<file path="src/rtl/gray_counter_bank.sv">
// gray_counter_bank: bank of independent Gray-code up/down counters
// with per-channel load, wrap/limit flags and a coherent snapshot.
module gray_counter_bank #(
    parameter int width    = 10,
    parameter int channels = 4,
    parameter int saturate = 0,
    parameter int CW       = (channels > 1) ? $clog2(channels) : 1
) (
    input  logic                      CLK,
    input  logic                      nRST,
    input  logic [channels-1:0]       increment__ENA,
    output logic [channels-1:0]       increment__RDY,
    input  logic [channels-1:0]       decrement__ENA,
    output logic [channels-1:0]       decrement__RDY,
    input  logic                      writeBin__ENA,
    input  logic [CW-1:0]             writeBin__chan,
    input  logic [width-1:0]          writeBin__v,
    output logic                      writeBin__RDY,
    input  logic                      capture__ENA,
    output logic                      capture__RDY,
    output logic [channels*width-1:0] readGray,
    output logic [channels*width-1:0] readBin,
    output logic [channels*width-1:0] readSnap,
    output logic [channels-1:0]       wrapped,
    output logic [channels-1:0]       atMax,
    output logic [channels-1:0]       atMin
);

    localparam logic [width-1:0] MAX_V = {width{1'b1}};
    localparam logic [width-1:0] ONE_V = width'(1);
    localparam bit               SAT   = (saturate != 0);

    assign writeBin__RDY = 1'b1;
    assign capture__RDY  = 1'b1;

    for (genvar c = 0; c < channels; c++) begin : g_ch
        logic [width-1:0] bin_q;
        logic [width-1:0] gray_q;
        logic [width-1:0] snap_q;
        logic             wrap_q;
        logic [width-1:0] bin_d;
        logic [width-1:0] gray_d;
        logic             wrap_d;
        logic             at_max;
        logic             at_min;
        logic             inc_rdy;
        logic             dec_rdy;
        logic             wr_hit;
        logic             step_up;
        logic             step_dn;

        assign at_max = (bin_q == MAX_V);
        assign at_min = (bin_q == '0);

        always_comb begin
            inc_rdy = 1'b1;
            dec_rdy = 1'b1;
            if (SAT) begin
                inc_rdy = !at_max;
                dec_rdy = !at_min;
            end
        end

        assign wr_hit = writeBin__ENA && (writeBin__chan == CW'(c));

        always_comb begin
            step_up = 1'b0;
            step_dn = 1'b0;
            if (!wr_hit) begin
                step_up = increment__ENA[c] && inc_rdy
                       && !(decrement__ENA[c] && dec_rdy);
                step_dn = decrement__ENA[c] && dec_rdy
                       && !(increment__ENA[c] && inc_rdy);
            end
        end

        always_comb begin
            bin_d  = bin_q;
            wrap_d = 1'b0;
            unique case (1'b1)
                wr_hit: begin
                    bin_d = writeBin__v;
                end
                step_up: begin
                    bin_d  = bin_q + ONE_V;
                    wrap_d = !SAT && at_max;
                end
                step_dn: begin
                    bin_d  = bin_q - ONE_V;
                    wrap_d = !SAT && at_min;
                end
                default: begin
                    bin_d = bin_q;
                end
            endcase
            gray_d = bin_d ^ (bin_d >> 1);
        end

        always_ff @(posedge CLK or negedge nRST) begin
            if (!nRST) begin
                bin_q  <= '0;
                gray_q <= '0;
                wrap_q <= 1'b0;
            end else begin
                bin_q  <= bin_d;
                gray_q <= gray_d;
                wrap_q <= wrap_d;
            end
        end

        always_ff @(posedge CLK or negedge nRST) begin
            if (!nRST) begin
                snap_q <= '0;
            end else if (capture__ENA) begin
                snap_q <= gray_q;
            end
        end

        assign increment__RDY[c]            = inc_rdy;
        assign decrement__RDY[c]            = dec_rdy;
        assign atMax[c]                     = at_max;
        assign atMin[c]                     = at_min;
        assign wrapped[c]                   = wrap_q;
        assign readGray[c*width +: width]   = gray_q;
        assign readBin[c*width +: width]    = bin_q;
        assign readSnap[c*width +: width]   = snap_q;
    end

endmodule

</file>
<file path="config.mk">
export PLATFORM = sky130hd
export DESIGN_NAME = gray_counter_bank
export DESIGN_NICKNAME = d
export VERILOG_FILES = /design/src/rtl/gray_counter_bank.sv
export SDC_FILE = /design/constraint.sdc
export NUM_CORES = 1
export LEC_CHECK = 0
export ABC_AREA = 1
export CORE_ASPECT_RATIO = 1.75
export CORE_MARGIN = 5
export CORE_UTILIZATION = 42
export DETAILED_ROUTE_END_ITERATION = 8
export GPL_ROUTABILITY_DRIVEN = 0
export PLACE_DENSITY = 0.66
export SLEW_MARGIN = 20
export SYNTH_ARGS = -nofsm -noshare
export SYNTH_HDL_FRONTEND = slang
export SYNTH_SLANG_ARGS = --single-unit
</file>
<file path="constraint.sdc">
create_clock -name CLK -period 2.7 [get_ports CLK]
set_clock_uncertainty 0.15 [all_clocks]
set_input_delay 0.81 -clock CLK [delete_from_list [all_inputs] [get_ports CLK]]
set_output_delay 0.81 -clock CLK [all_outputs]
set_load 0.05 [all_outputs]
</file>
Yosys cells after proc, flatten, opt, wreduce, memory -nomap -nowiden. Index checks and enable logic that the tools add are counted.

Eq/ne operators: 7. Add/subtract/negate cells: 8. Multiplexer cells: 16. Bitwise operators: 4. Reductions and logical operators: 25.

Operators with widths (number): 10-bit one-hot mux with 3 select lines (4); 10-bit by 1-bit adder with 10-bit output (second input constant) (4); 10-bit equality test (second input constant) (4); 10-bit logical NOT (4); 10-bit by 1-bit subtractor with 10-bit output (second input constant) (4); 10-bit by 9-bit bitwise XOR with 10-bit output (4); 1-bit logical AND (12); 1-bit logical NOT (8); 1-bit two-way mux (8); 1-bit one-hot mux with 2 select lines (4); 2-bit equality test (second input constant) (2); 2-bit by 1-bit equality test with 1-bit output (second input constant) (1); 2-bit logical NOT (1).

Word-level logic and storage cells: 76. Flip-flop bits (word level): 124.

Depth between registers and ports, before layout.
Word-level depth: 5. Gate-level depth with buffers: 21.

Worst setup path after synthesis. No wires, ideal clock.

Path type: input-to-reg. Start: input port decrement__ENA[2]. End: register g_ch[2].gray_q[7]. Path buffers: 1. Arrival time: 2.522 ns. Cell stages on the path: 19. Library setup time: 0.117 ns. Path slack: -0.089 ns. Path through: inv_1 -> nor2_1 -> nand2_2 -> buf_6 -> nand2_1 -> nand2_1 -> inv_2 -> ha_1 -> inv_1 -> nand2_1 -> nand2_1 -> o21bai_1 -> nand2_1 -> nand3_1 -> nand3_1 -> nand2_1 -> inv_1 -> nand3_1 -> nand2_1.

Word-level cells in the longest chain between the ends: 5. Elaborated cells on any way between the ends: 7. Classes of those cells: mux (3); bitwise (1); reduce/logical (3).

Ends and longest elaborated chain: start, declared (RTL line 13) `input logic [channels-1:0] decrement__ENA,`; 1-bit logical NOT (RTL line 71) `&& !(decrement__ENA[c] && dec_rdy);`; 1-bit logical AND (RTL line 71); 1-bit two-way mux (RTL line 69) `if (!wr_hit) begin`; 10-bit one-hot mux with 3 select lines * (RTL line 80) `unique case (1'b1)`; named net g_ch[2].bin_d[8] (RTL line 41) `logic [width-1:0] bin_d;`; 10-bit by 9-bit bitwise XOR with 10-bit output * (RTL line 96) `gray_d = bin_d ^ (bin_d >> 1);`; named net g_ch[2].gray_d[7] (RTL line 42) `logic [width-1:0] gray_d;`; end signal, assigned (RTL line 106) `gray_q <= gray_d;`; end, declared (RTL line 38) `logic [width-1:0] gray_q;`.

The timed path passes the listed nets; every way through them passes the cells marked *. A chain may end at the register's enable or synchronous reset.

Worst setup path after layout.
Start: input port decrement__ENA[1]. End: register g_ch[1].gray_q[2].

Word-level cells in the longest chain between the ends: 5. Elaborated cells on any way between the ends: 7. Classes of those cells: mux (3); bitwise (1); reduce/logical (3).

Ends and longest elaborated chain (RTL line): 1-bit logical NOT (71); 1-bit logical AND (71); 1-bit two-way mux (69); 10-bit one-hot mux with 3 select lines * (80); named net g_ch[1].bin_d[3] (41); 10-bit by 9-bit bitwise XOR with 10-bit output * (96); named net g_ch[1].gray_d[2] (42); end signal, assigned (106); end, declared (38).

Marks and branches as above.

==> impl_results.md <==
* Initial Util at about 43%
* Comb power frac at between 50% and 60%
* Maximum VDD drop at 0.7493 mV
* Slew Viols, Final at 0
* WS Path Type: primary input to flop
* Global-route wire length before repair at about 37000 um
* Syn. warnings at 0
* EDFF count, synth at 0
* Routed vias at roughly 7100
* Post-synthesis cell type count at 41
* Site row count at between 60 and 70
* Primary FF master, synth: dfrtp_1
* Routed len/inst at roughly 17 um
* Mean post-synth cell area at 7.858 um^2
* Worst Setup SP: decrement__ENA[1]
* Antenna Nets Post-Route at 0
* Largest net degree at the start of global routing at between 40 and 50
* Switching share of total power at between 40 and 50%
* LEAKAGE at between 0.005 and 0.006 uW
* Clock Power Share at between 15 and 20%
* Cts hold-fix bufs at 0
* Seq cells post-synth at 120
* Setup crit start kind: primary input
* Post-Synthesis Cell Area at just over 0.007 mm^2
* R2R Path Start: g_ch[2].bin_q[1]
* Critical Path RT at around 2.8 ns
* CTS tree: done
* Seq/Total Area, Yosys at between 40% and 50%
* Max-cap check violation count at 0
* Sequential power share at approximately 25%
* Layout Nets at between 1000 and 1500
* Async S/R FF share, synth at 100.0%
* DP Wirelength at about 17000 um
* Worst setup path end: g_ch[1].gray_q[2]
* Die area at 0.01962 mm^2
* I/O pin count at between 150 and 200
* Worst min path class: primary input to asynchronous set/reset pin
* Filler cell count in the final layout at 1419
* Layout cells sized above 1 at 28.92%
* R2R Setup Slk at around 0.56 ns
* Vias in the first global route at 7116
* GR Util All Layers at between 20% and 30%
* P_sw at approximately 6400 uW
* Total congestion overflow at 0
* Final worst path period need at about 2.7 ns
* PwrDens at 1206 mW/mm^2
* Iteration-0 DRC count of the detailed router at 233
* Final Hold Fails at 0
* Area delta synth->final at 50.62%
* Port Buf Inserts at between 150 and 200
* Clk slew on worst S/H paths at about 0.060 ns
* Diode count at 0
* CTS H-tree lvls at 4
* Root buf cell: clkbuf_16
* Via/cell ratio at approximately 5.1
* Initial antenna violation count at 1
* First-pass detailed-route iteration total at 5
* Highest Clock Rate at roughly 380 MHz
* Width of the chip at between 100 and 150 um
* Worst path arrival time at between 2 and 3 ns
* Clk Latency, worst-skew pair at approximately 0.41 ns
* Post-Route WL at roughly 23000 um
* RR Endpoint: g_ch[2].gray_q[4]
* CP Capture Type: flop
* Max Fanout on Critical Path at 3
* Post-layout util at 64.70%
* Clock tree sinks at 120
* Rel. slew slack at a little under two thirds
* Worst hold slack at 0.1660 ns
* Clock buffer depth at 2
* Internal at 6469 uW
* Cell count after synthesis at 899
* CTS Buf Count at 17
* Residual DRC count at 0
* Die height at around 180 um
* Setup TNS at 0 ns
* Floorplan core area at 0.01645 mm^2
* Status: finished clean
* Slew @ Worst Pin at 0.5465 ns
* Final cycle utilization of the critical path at between 90 and 100%
* Final setup vio count at 0
* RSZ-0062 raised after global routing: true
* R2R depth at 14
[synthesized netlist by cell type (3+ instances only)]
| cell | count | area, um^2 |
|---|---|---|
| nor4_1 | 7 | 43.79 |
| nand2_2 | 7 | 43.79 |
| nand2_1 | 240 | 900.9 |
| a41oi_1 | 8 | 70.07 |
| nand3b_1 | 5 | 37.54 |
| xnor2_1 | 7 | 61.31 |
| o221ai_1 | 3 | 26.28 |
| o221ai_2 | 3 | 45.04 |
| nand4_1 | 12 | 75.07 |
| o22ai_1 | 15 | 93.84 |
| a21oi_1 | 18 | 90.09 |
| nand3_1 | 88 | 440.4 |
| o21ai_0 | 20 | 100.1 |
| inv_2 | 5 | 18.77 |
| a22oi_1 | 3 | 22.52 |
| inv_1 | 148 | 555.5 |
| o21ai_1 | 6 | 30.03 |
| xor2_1 | 26 | 227.7 |
| o41ai_1 | 3 | 26.28 |
| mux2_2 | 37 | 416.7 |
| nor2_1 | 48 | 180.2 |
| dfrtp_1 | 120 | 3003 |
| nand3_2 | 4 | 40.04 |
| o21ai_2 | 4 | 35.03 |
| nor3_1 | 3 | 15.01 |
| xor2_2 | 3 | 48.80 |
| clkbuf_1 | 6 | 22.52 |
| ha_1 | 4 | 50.05 |
| buf_4 | 28 | 210.2 |
[placed cells by master, fill, tap and decap left out, drive strengths merged]
| master | synthesis | routed |
|---|---|---|
| nand2 | 247 | 247 |
| inv | 153 | 154 |
| buf | 33 | 138 |
| dfrtp | 120 | 120 |
| clkdlybuf4s50 | 0 | 107 |
| nand3 | 92 | 92 |
| nor2 | 51 | 51 |
| mux2 | 37 | 37 |
| o21ai | 30 | 30 |
| xor2 | 29 | 29 |
| a21oi | 18 | 18 |
| clkbuf | 6 | 18 |
| dlymetal6s2s | 0 | 16 |
| o22ai | 15 | 15 |
| nand4 | 12 | 12 |
| dlygate4sd2 | 0 | 11 |
| conb | 1 | 10 |
| a41oi | 8 | 8 |
| clkinvlp | 0 | 7 |
| nor4 | 7 | 7 |
| xnor2 | 7 | 7 |
| o221ai | 6 | 6 |
| nand3b | 5 | 5 |
| ha | 4 | 4 |
| a22oi | 3 | 3 |
| o41ai | 3 | 3 |
| clkinv | 0 | 3 |
| o21bai | 3 | 3 |
| nor3 | 3 | 3 |
| or2 | 3 | 3 |
| a22o | 2 | 2 |
| bufinv | 0 | 2 |
| a31o | 1 | 1 |
[through the flow]
stage	setup slack [ns]	instances	area (um^2)	power [uW]
floorplan	0.007141	908	7118	7674
global placement	-0.5268	1348	9528	10230
detailed placement	-0.5535	1348	9528	10310
CTS	-0.01905	1381	10200	12650
global route	-0.1069	1396	10640	13520
finish	0.03905	1396	10640	12830
[metal layers]
layer  global-route usage, %  wire [um]
met5                       0          0
met4                   11.22        958
met3                   4.335       1209
met2                   44.99      12960
met1                   24.48       8010
[power groups by stage]
stage	combinational (uW)	clock, uW	sequential (uW)
floorplan	2040	0	5630
global placement	7070	0	3160
detailed placement	7130	0	3180
CTS	7170	2320	3150
global route	7830	2410	3280
finish	7400	2270	3160
[cells by family after synthesis]
group | after synthesis | share of synthesized area (%)
AOI/OAI and AO/OA | 89 | 8.378
xor gates and xnor gates | 36 | 4.782
adders and majority gates | 4 | 0.7085
buffers and inverters | 192 | 11.92
DFF | 120 | 42.51
muxes | 37 | 5.898
other | 1 | 0.05308
and+or+nand+nor | 420 | 25.75
[how the worst min path moves through the flow]
stage | cells past startpoint | to
detailed placement | 1 | g_ch[1].snap_q[6]
floorplan | 0 | g_ch[0].bin_q[0]
CTS | 1 | g_ch[3].snap_q[6]
global route | 1 | g_ch[3].snap_q[7]
global placement | 1 | g_ch[1].snap_q[2]
finish | 1 | g_ch[3].snap_q[6]
[repair_timing]
| action | in CTS | in global routing |
|---|---|---|
| setup buffers | 2 | 15 |
| pin swaps | 8 | 30 |
| hold endpoints to repair | 0 | 0 |
| endpoints found under the setup margin | 38 | 64 |
| resized for setup | 32 | 117 |
[layout make-up]
type	instances	area, um^2	area share (%)
Multi-Input combinational cell	596	3607	33.90
Tap cell	224	280.3	2.634
Clock inverter	13	148.9	1.399
Timing Repair Buffer	272	2574	24.19
Sequential cell	120	3010	28.29
Clock buffer	18	439.2	4.127
Inverter	153	580.6	5.456
[worst max-delay path: stages]
cell	delay, ns
clkdlybuf4s50_1	0.45
inv_1	0.07
nor2_4	0.17
buf_4	0.14
buf_4	0.11
nand3_1	0.10
nand2_2	0.13
nand3_1	0.13
nand2_2	0.12
xor2_1	0.19
o21bai_2	0.14
xor2_2	0.21
[sequential cells by signal, indices dropped and copies added (netlist names)]
register and cells:
g_ch.gray_q 36, g_ch.snap_q 40, g_ch.bin_q 40, g_ch.wrap_q 4
Note: power is estimated with default switching activity, not from simulation.
